File: src/rtl/cla_pipe_pkg.sv
// Shared definitions for the segmented carry-lookahead pipeline.
// CLA_PIPE_FLAGS_EN adds the zero accumulator to the per-stage record.
package cla_pipe_pkg;

  function automatic int seg_width(input int w, input int s);
    return (s > 0) ? (w / s) : w;
  endfunction

  // Control half of a stage record; the skewed operands and deskewed result
  // live beside it in each stage because their widths differ per stage.
  typedef struct packed {
    logic vld;
    logic carry;
`ifdef CLA_PIPE_FLAGS_EN
    logic zacc;
`endif
  } stage_ctl_t;

endpackage

File: src/rtl/cla_pipe_cla.sv
// Combinational segment adder built from generate/propagate terms.
// SW is small, so a flat g/p carry chain fits within one pipeline stage.
module cla_pipe_cla #(
  parameter int W = 8
) (
  input  logic [W-1:0] a,
  input  logic [W-1:0] b,
  input  logic         cin,
  output logic [W-1:0] sum,
  output logic         cout
);

  logic [W-1:0] g;
  logic [W-1:0] p;
  logic [W:0]   c;

  assign g    = a & b;
  assign p    = a ^ b;
  assign c[0] = cin;

  for (genvar i = 0; i < W; i++) begin : g_bit
    assign c[i+1] = g[i] | (p[i] & c[i]);
  end

  assign sum  = p ^ c[W-1:0];
  assign cout = c[W];

endmodule

File: src/rtl/cla_pipe.sv
// Pipelined add/subtract: stage k adds segment k and registers the carry into k+1.
// CLA_PIPE_FLAGS_EN adds o_ovf / o_zero, aligned with o_y.
module cla_pipe
  import cla_pipe_pkg::*;
#(
  parameter int W = 32,
  parameter int S = 4
) (
  input  logic         clk,
  input  logic         arst_n,
  input  logic         i_vld,
  output logic         o_rdy,
  input  logic [W-1:0] i_a,
  input  logic [W-1:0] i_b,
  input  logic         i_cin,
  input  logic         i_sub,
  output logic         o_vld,
  input  logic         i_rdy,
  output logic [W-1:0] o_y,
  output logic         o_cout
`ifdef CLA_PIPE_FLAGS_EN
  ,
  output logic         o_ovf,
  output logic         o_zero
`endif
);

  localparam int SW = seg_width(W, S);

  if (S < 1 || (W % S) != 0) begin : g_bad_split
    $error("cla_pipe: W=%0d does not split into S=%0d equal segments", W, S);
  end

  logic adv;
  assign adv   = ~o_vld | i_rdy;
  assign o_rdy = adv;

  for (genvar k = 0; k < S; k++) begin : g_stage
    localparam int LO = k * SW;

    // Operand bits still to be consumed: segment k in the low SW bits.
    logic [W-LO-1:0]    a_src;
    logic [W-LO-1:0]    b_src;
    logic [LO+SW-1:0]   y_nxt;
    logic [LO+SW-1:0]   y_q;
    logic [SW-1:0]      sum;
    logic               cout;
    stage_ctl_t         ctl_src;
    stage_ctl_t         ctl_nxt;
    stage_ctl_t         ctl_q;

    if (k == 0) begin : g_head
      assign a_src = i_a;
      assign b_src = i_b ^ {W{i_sub}};
      assign y_nxt = sum;
      always_comb begin
        ctl_src       = '0;
        ctl_src.vld   = i_vld;
        ctl_src.carry = i_cin;
`ifdef CLA_PIPE_FLAGS_EN
        ctl_src.zacc  = 1'b1;
`endif
      end
    end else begin : g_body
      assign a_src   = g_stage[k-1].g_skew.a_q;
      assign b_src   = g_stage[k-1].g_skew.b_q;
      assign y_nxt   = {sum, g_stage[k-1].y_q};
      assign ctl_src = g_stage[k-1].ctl_q;
    end

    cla_pipe_cla #(.W(SW)) u_cla (
      .a    (a_src[SW-1:0]),
      .b    (b_src[SW-1:0]),
      .cin  (ctl_src.carry),
      .sum  (sum),
      .cout (cout)
    );

    always_comb begin
      ctl_nxt       = ctl_src;
      ctl_nxt.carry = cout;
`ifdef CLA_PIPE_FLAGS_EN
      ctl_nxt.zacc  = ctl_src.zacc & ~|sum;
`endif
    end

    always_ff @(posedge clk or negedge arst_n) begin
      if (!arst_n) begin
        ctl_q <= '0;
        y_q   <= '0;
      end else if (adv) begin
        ctl_q <= ctl_nxt;
        y_q   <= y_nxt;
      end
    end

    if (k < S - 1) begin : g_skew
      logic [W-LO-SW-1:0] a_q;
      logic [W-LO-SW-1:0] b_q;

      always_ff @(posedge clk or negedge arst_n) begin
        if (!arst_n) begin
          a_q <= '0;
          b_q <= '0;
        end else if (adv) begin
          a_q <= a_src[W-LO-1:SW];
          b_q <= b_src[W-LO-1:SW];
        end
      end
    end
  end

  assign o_vld  = g_stage[S-1].ctl_q.vld;
  assign o_y    = g_stage[S-1].y_q;
  assign o_cout = g_stage[S-1].ctl_q.carry;

`ifdef CLA_PIPE_FLAGS_EN
  logic ovf_nxt;
  logic ovf_q;

  // Carry into bit W-1 recovered from the top sum bit and its operands.
  assign ovf_nxt = g_stage[S-1].sum[SW-1] ^ g_stage[S-1].a_src[SW-1]
                 ^ g_stage[S-1].b_src[SW-1] ^ g_stage[S-1].cout;

  always_ff @(posedge clk or negedge arst_n) begin
    if (!arst_n) begin
      ovf_q <= 1'b0;
    end else if (adv) begin
      ovf_q <= ovf_nxt;
    end
  end

  assign o_ovf  = ovf_q;
  assign o_zero = g_stage[S-1].ctl_q.zacc;
`endif

endmodule

File: config.mk
export PLATFORM = sky130hd
export DESIGN_NAME = cla_pipe
export DESIGN_NICKNAME = d
export VERILOG_FILES = /design/src/rtl/cla_pipe_pkg.sv /design/src/rtl/cla_pipe_cla.sv /design/src/rtl/cla_pipe.sv
export SDC_FILE = /design/constraint.sdc
export NUM_CORES = 1
export LEC_CHECK = 0
export ABC_AREA = 1
export CAP_MARGIN = 20
export CORE_MARGIN = 10
export CORE_UTILIZATION = 25
export DETAILED_ROUTE_END_ITERATION = 6
export HOLD_SLACK_MARGIN = 0.06
export PLACE_DENSITY = 0.51
export SETUP_SLACK_MARGIN = 0.02
export SYNTH_ARGS = -nofsm -noshare
export SYNTH_HDL_FRONTEND = slang
export SYNTH_SLANG_ARGS = --single-unit
File: constraint.sdc
create_clock -name clk -period 3.85 [get_ports clk]
set_input_delay 0.77 -clock clk [delete_from_list [all_inputs] [get_ports clk]]
set_output_delay 0.77 -clock clk [all_outputs]
set_load 0.05 [all_outputs]
### After elaboration in Yosys (flattened, before gate mapping)

Cells that the tools add are included.

| word-level totals | value |
|---|---|
| memories | 0 |
| logic and storage cells | 97 |
| bits in read-only memories | 0 |
| output and inout bits | 35 |
| RAM bits | 0 |
| bits in registers | 184 |
| bits of input ports | 70 |
| latch bits | 0 |

| operators by class | value |
|---|---|
| bitwise logic cells | 79 |
| reductions and logical operators | 0 |
| equality and inequality tests | 0 |
| multiply operators | 0 |
| $add $sub $neg | 0 |
| shift-type cells | 0 |
| div/mod/pow operators | 0 |
| order comparisons | 0 |
| muxes and demuxes | 0 |

Operators by type and width:

| cell | number |
|---|---|
| $xor 8x8->8 | 8 |
| $or 1x1->1 | 33 |
| $and 1x1->1 | 32 |
| $and 8x8->8 | 4 |
| $xor 32x32->32 | 1 |
| $not 1->1 | 1 |

### Depth between registers and ports, before layout

Gate-level depths: netlist (run 1).

| depth | value |
|---|---|
| word-level depth | 18 |
| mapped depth | 15 |

### Cells and area by module

Synthesis (run 1) repeated with hierarchy kept, for this count alone.

| second synthesis, totals | value |
|---|---|
| cell total of the unflattened synthesis | 931 |
| area, all modules | 8,111.5 µm² |

Modules (own cells, without submodules):

| module | sequential area each (µm²) | area an instance (µm²) | cells each | instances |
|---|---|---|---|---|
| cla_pipe | 4,604.4 | 7,320.8 | 859 | 1 |
| cla_pipe_cla | 0.0 | 197.7 | 18 | 4 |

### Worst setup path after synthesis (run 1)

No wires, ideal clock.

| timing | value |
|---|---|
| path type | input to register |
| start point | in i_sub |
| end point | reg g_stage[0].y_q[7] |
| library setup time | 0.116 ns |
| path slack | -0.855 ns |
| stages | 15 |
| data arrival time | 4.589 ns |
| required time | 3.734 ns |
| path buffers | 2 |
| path through | buf_2 -> buf_2 -> xor2_1 -> fa_1 -> inv_1 -> fa_1 -> fa_1 -> fa_1 -> fa_1 -> fa_1 -> fa_1 -> inv_1 -> fa_1 -> nand2_1 -> nand2_1 |

| on the way | value |
|---|---|
| longest elaborated chain between the ends | 17 |
| elaborated cells on any way between the ends | 18 |
| classes of those cells | 18 x bitwise |

Ends and longest elaborated chain:

| what | RTL line | source |
|---|---|---|
| start, declared | cla_pipe.sv:16 | `input logic i_sub,` |
| $xor 32x32->32 * | cla_pipe.sv:54 | `assign b_src = i_b ^ {W{i_sub}};` |
| $xor 8x8->8 | cla_pipe_cla.sv:18 | `assign p = a ^ b;` |
| $and 1x1->1 | cla_pipe_cla.sv:22 | `assign c[i+1] = g[i] \| (p[i] & c[i]);` |
| $or 1x1->1 | cla_pipe_cla.sv:22 |  |
| $and 1x1->1 | cla_pipe_cla.sv:22 |  |
| $or 1x1->1 | cla_pipe_cla.sv:22 |  |
| $and 1x1->1 | cla_pipe_cla.sv:22 |  |
| $or 1x1->1 | cla_pipe_cla.sv:22 |  |
| (+2 left out) | -- |  |
| $and 1x1->1 | cla_pipe_cla.sv:22 |  |
| $or 1x1->1 | cla_pipe_cla.sv:22 |  |
| $and 1x1->1 | cla_pipe_cla.sv:22 |  |
| $or 1x1->1 | cla_pipe_cla.sv:22 |  |
| $and 1x1->1 | cla_pipe_cla.sv:22 |  |
| $or 1x1->1 | cla_pipe_cla.sv:22 |  |
| $xor 8x8->8 * | cla_pipe_cla.sv:25 | `assign sum = p ^ c[W-1:0];` |
| named net g_stage[0].sum[7] | cla_pipe.sv:46 | `logic [SW-1:0] sum;` |
| end signal, assigned | cla_pipe.sv:93 | `y_q <= y_nxt;` |
| end, declared | cla_pipe.sv:45 | `logic [LO+SW-1:0] y_q;` |

The timed path passes the listed nets; every way through them passes the cells marked *.
A chain may end at the register's enable or synchronous reset.

### Worst setup path in the final report (run 1)

Same ends and word-level chain as after synthesis.

==> run metrics, run 1 <==
status=complete, no violations; worst hold path class=reg2reg; Yosys cell types=13; ANT nets after route=0; first-pass GRT wire length=30320 um; Yosys reg bits=184; period utilisation layout=98.63%; global placer's final weighted congestion=0.7535; Inserted Clock Buffers=17; layout cell share with drive strength beyond 1=7.260%; most frequent cells in the layout=nand2_1 (426), dfrtp_1 (184), clkdlybuf4s50_1 (96), inv_1 (76), o21ai_0 (63); Root Buffer=clkbuf_16; Post-Route Setup TNS=0 ps; routing usage on met1=14.40%; nets=1067; Post-Synthesis Net Count=979; Hold EP=o_vld$_DFFE_PN0P_; Port Buffers=104; vias in the first global route=5476; number of fillers in the final layout=3312; Cells after Synth=877; Avg Inst Size Synth=9.132 um^2; die area=0.03960 mm^2; gr ovfl total=0; worst vdd ir=299.9 uV; Detailed Route WL=18460 um; DR vias/cell=3.943; Slew @ Worst Pin=880.0 ps; reg2reg path depth=12; hold depth=2; die span in y=199.0 um; synth warn=0; GRT busiest layer=met1; drt wl/cell=13.37 um; # DRC=0; hold_buf cts=0; ant diodes=0; drt initial violations=302; DR pass1 iterations=4; Ports=105; Initial Util=25.38%; DP HPWL=12890 um; Critical Path End Type=flip-flop; H-tree depth=4; R2R setup slack=200 ps; Slew HR=41.33%; Core Area=0.03156 mm^2; setup repair after global routing missed its margin=yes; Synth-to-Final Area Change=25.79%; grt met3 use=2.163%; hold wc startpoint=g_stage[2].ctl_q[1]$_DFFE_PN0P_; gr usage total=9.793%; Final setup viols=0; min Tclk post-route=3797 ps; worst hold slack=450.8 ps; CP startpoint kind=input pin; grt met2 use=13.66%; final slew viol count=0; clock-pin slew on the worst setup and hold paths=70 ps; Netlist Area Pre-Place=0.008009 mm^2; clk sinks=184; PwrDens=804.3 mW/mm^2; Worst Path Required=4170 ps; register area share after synthesis=57.49%; initial antenna violation count=0; clk buf depth=2; Worst-Skew Late Latency=430 ps; Vias=5441; max cap viols=0; Core Rows=65; most common cell after layout, fill and taps aside=nand2_1; largest net degree at the start of global routing=128; Crit Path Max Fanout=3; Critical Path AT=4120 ps; Die W=199.0 um; Fmax=263.3 MHz; RR Endpoint=o_y[31]$_DFFE_PN0P_; LEAKAGE=4.955 nW; WS Path Type=in2reg; worst setup skew after layout=8.544 ps; reg2reg start=g_stage[2].g_skew.a_q[0]$_DFFE_PN0P_; Hold Fails Final Rpt=0; CTS tree=yes
-- timing repair --
action / in CTS / in global routing
gates cloned: 0 / 0
endpoints found under the setup margin: 4 / 6
pin swaps: 10 / 13
setup buffers: 1 / 1
resized for setup: 11 / 23
-- layer usage --
metal,vias up,part of all wire (%)
met5,-,0
met3,16,2.7
li1,2819,-
met4,0,1.4
met2,72,42
met1,2534,54
-- Yosys cell counts --
master	instances	area (um^2)
nand2_1	429	1610
dfrtp_1	184	4604
o21ai_0	66	330.3
buf_2	16	80.08
buf_4	25	187.7
o21ai_1	7	35.03
xnor2_1	6	52.55
nand3_1	24	120.1
fa_1	32	640.6
inv_1	80	300.3
clkbuf_1	5	18.77
nor2_4	1	11.26
xor2_1	2	17.52
-- cell type report --
cell class | instances | area [um^2] | share of cell area [%]
clock inverters | 12 | 143.9 | 1.428
inverters | 80 | 300.3 | 2.981
clock buffers | 20 | 446.7 | 4.434
well taps | 402 | 503.0 | 4.993
flip-flops and latches | 184 | 4604 | 45.70
multi-input cells | 567 | 2897 | 28.75
repair buffers | 115 | 1180 | 11.71
-- registers in the layout, indices dropped and copies added (netlist names) --
signal and count:
g_stage.g_skew.b_q 48, g_stage.ctl_q 6, g_stage.y_q 48, o_cout 1, g_stage.g_skew.a_q 48, o_vld 1, o_y 32
-- worst max-delay path, cell delays in order --
cell and delay, ps:
buf_12 100, xor2_4 140, fa_2 200, inv_2 40
fa_2 360, fa_2 370, fa_2 380, fa_2 380
fa_2 370, fa_2 360, inv_2 70, fa_2 440
nand2_2 80, nand2_2 50
-- metrics by stage --
stage | setup WS (ps) | instance area [um^2] | std cells | utilization, % | power [mW]
floorplan | -457.1 | 8049 | 877 | - | 5.402
global placement | -996.0 | 9420 | 1347 | 29.85 | 6.395
detailed placement | -1088 | 9420 | 1347 | 29.85 | 6.451
CTS | -294.3 | 10030 | 1380 | 31.78 | 8.243
global route | -62.39 | 10070 | 1380 | 31.93 | 8.825
finish | 52.70 | 10070 | 1380 | 31.93 | 8.103
-- kinds of logic (layout without fill, tap and decap cells) --
family	count (synthesis)	after routing	synth area share, %
adders and majority gates	32	32	7.999
DFF	184	184	57.49
and+or+nand+nor	454	454	21.75
buffers and inverters	126	227	7.327
xor gates and xnor gates	8	8	0.8749
AOI/OAI and AO/OA	73	73	4.562
-- worst max path at each step --
stage / startpoint / to / slack [ps] / cells after the start
5_1_grt: i_sub / g_stage[0].y_q[7]$_DFFE_PN0P_ / -60 / 14
2_1_floorplan: i_sub / g_stage[0].y_q[7]$_DFFE_PN0P_ / -460 / 15
6_report: i_sub / g_stage[0].y_q[7]$_DFFE_PN0P_ / 50 / 14
3_5_place_dp: i_sub / g_stage[0].y_q[7]$_DFFE_PN0P_ / -1090 / 15
3_3_place_gp: i_sub / g_stage[0].y_q[7]$_DFFE_PN0P_ / -1000 / 15
4_1_cts: i_sub / g_stage[0].y_q[7]$_DFFE_PN0P_ / -290 / 15
-- power breakdown --
| part | internal [mW] | switching, mW |
|---|---|---|
| sequential | 2.79 | 0.456 |
| combinational | 1.12 | 1.98 |
| clock | 0.986 | 0.772 |
Note: power is estimated with default switching activity, not from simulation.
==> run 2: changes to the inputs <==
==> constraint.sdc (replaced) <==
create_clock -name clk -period 3.85 [get_ports clk]
set_input_delay 0.5775 -clock clk [delete_from_list [all_inputs] [get_ports clk]]
set_output_delay 0.5775 -clock clk [all_outputs]
set_load 0.05 [all_outputs]
==> run metrics, run 2 (synthesis gave the netlist of run 1 again) <==
period utilisation layout=95.60% (-3.0 points); routing usage on met1=14.18% (-0.21 points); largest net degree at the start of global routing=185 (+45%); DR pass1 iterations=4 (unchanged); Post-Place Cells=1346 (-0.074%); gr usage total=9.729% (-0.063 points); largest registers=g_stage.g_skew.a_q x48, g_stage.g_skew.b_q x48, g_stage.y_q x48; Inserted Clock Buffers=17 (unchanged); Critical Path End Type=flip-flop; post-place setup slack=-780.6 ps (+307.0 ps); ant diodes=0 (unchanged); Initial Util=25.38% (unchanged); Hold Fails Final Rpt=0 (unchanged); layout cell share with drive strength beyond 1=6.974% (-0.29 points); Crit Path Max Fanout=3 (unchanged); setup repair after global routing missed its margin=yes; H-tree depth=4 (unchanged); Non-Filler Instances=1377 (-0.22%); drt wl/cell=13.27 um (-0.75%); max cap viols=0 (unchanged); hold_buf cts=0 (unchanged); most frequent cells in the layout=nand2_1 (428), dfrtp_1 (184), clkdlybuf4s50_1 (98), inv_1 (76), o21ai_0 (65); Root Buffer=clkbuf_16; Worst Slack Setup Final=169.5 ps (+116.8 ps); global placer's final weighted congestion=0.7361 (-2.3%); WS Path Type=in2reg; initial antenna violation count=0 (unchanged); Worst Path Required=4160 ps (about the same); worst setup skew after layout=12.72 ps (+4.181 ps); PwrDens=808.9 mW/mm^2 (+0.57%); clk buf depth=2 (unchanged); CP startpoint kind=input pin; first-pass GRT wire length=30260 um (-0.20%); clk sinks=184 (unchanged); Slew @ Worst Pin=977.1 ps (+97.11 ps); Synth-to-Final Area Change=25.04%; Detailed Route WL=18280 um (-0.96%); DR vias/cell=3.934 (-0.22%); Vias=5417 (-0.44%); CTS tree=yes; grt met2 use=13.66% (unchanged); LEAKAGE=4.904 nW (-1.0%); Core Rows=65 (unchanged); Die W=199.0 um (unchanged); final slew viol count=0 (unchanged); total power=8.101 mW (about the same); Core Area=0.03156 mm^2 (unchanged); Critical Path AT=3990 ps (-130 ps); ANT nets after route=0 (unchanged); Slew HR=34.86% (-6.5 points); DP HPWL=12820 um (-0.59%); nets=1065 (-0.19%); grt met3 use=2.315% (+0.15 points); Post-Route Setup TNS=0 ps (unchanged); Port Buffers=104 (unchanged); gr ovfl total=0 (unchanged); worst vdd ir=312.2 uV (+4.1%); Final setup viols=0 (unchanged); GRT busiest layer=met1; most common cell after layout, fill and taps aside=nand2_1; die area=0.03960 mm^2 (unchanged); Ports=105 (unchanged); vias in the first global route=5508 (+0.58%); status=complete, no violations; Fmax=271.7 MHz (+3.2%); die span in y=199.0 um (unchanged); # DRC=0 (unchanged); clock-pin slew on the worst setup and hold paths=70 ps (about the same); drt initial violations=339 (+12%); worst hold path class=in2async; final core occ=31.74% (-0.19 points); min Tclk post-route=3680 ps (-116.8 ps); Worst-Skew Late Latency=430 ps (about the same)
run 2: per-layer routing:
metal | vias up | part of all wire (%)
li1 | 2806 | -
met1 | 2512 | 53
met2 | 85 | 43
met3 | 14 | 3.2
met4 | 0 | 1.3
met5 | - | 0
run 2: report_power, final:
part	internal (mW)	total, mW	switching, mW
Sequential	2.79	3.26	0.464
Clock	0.979	1.74	0.761
Combinational	1.12	3.10	1.99
Total	4.89	8.10	3.21
run 2: critical path, stage by stage:
cell	delay, ps
buf_6	90
buf_8	130
xor2_4	160
fa_2	210
inv_2	40
fa_2	360
fa_2	370
fa_2	370
fa_2	370
fa_2	370
fa_2	360
inv_2	70
fa_1	380
nand2_1	80
nand2_1	50
run 2: path summary, 6_finish.rpt:
kind	start	to	slack (ps)	depth (start not counted)
max	i_sub	g_stage[0].y_q[7]$_DFFE_PN0P_	170	15
min	arst_n	g_stage[0].y_q[4]$_DFFE_PN0P_	320	1
max reg2reg	g_stage[2].g_skew.a_q[0]$_DFFE_PN0P_	o_y[31]$_DFFE_PN0P_	230	12
min reg2reg	g_stage[2].ctl_q[1]$_DFFE_PN0P_	o_vld$_DFFE_PN0P_	450	2
max in group asynchronous	arst_n	o_y[31]$_DFFE_PN0P_	2700	2
min in group clk	g_stage[2].ctl_q[1]$_DFFE_PN0P_	o_vld$_DFFE_PN0P_	450	2
run 2: per-stage QoR:
| step | cell area, um^2 | hold slack (ps) |
|---|---|---|
| final | 10010 | 315.4 |
| after global routing | 10010 | 387.5 |
| after CTS | 9986 | 336.8 |
| after detailed placement | 9385 | 432.4 |
| after global placement | 9385 | 431.7 |
| after floorplan | 8039 | 281.9 |
run 2: what timing repair did:
item / 4_1_cts / 5_1_grt
endpoints found under the setup margin: 4 / 4
pin swaps: 10 / 11
resized for setup: 14 / 14
setup buffers: 0 / 0
run 2: layout make-up:
class / count / area (um^2)
sequential: 184 / 4604
inverter: 80 / 300.3
clock buffer: 18 / 439.2
multi-input combinational: 567 / 2887
timing repair buffer: 113 / 1136
fill: 3323 / 21540
tap: 402 / 503.0
clock inverter: 13 / 145.1
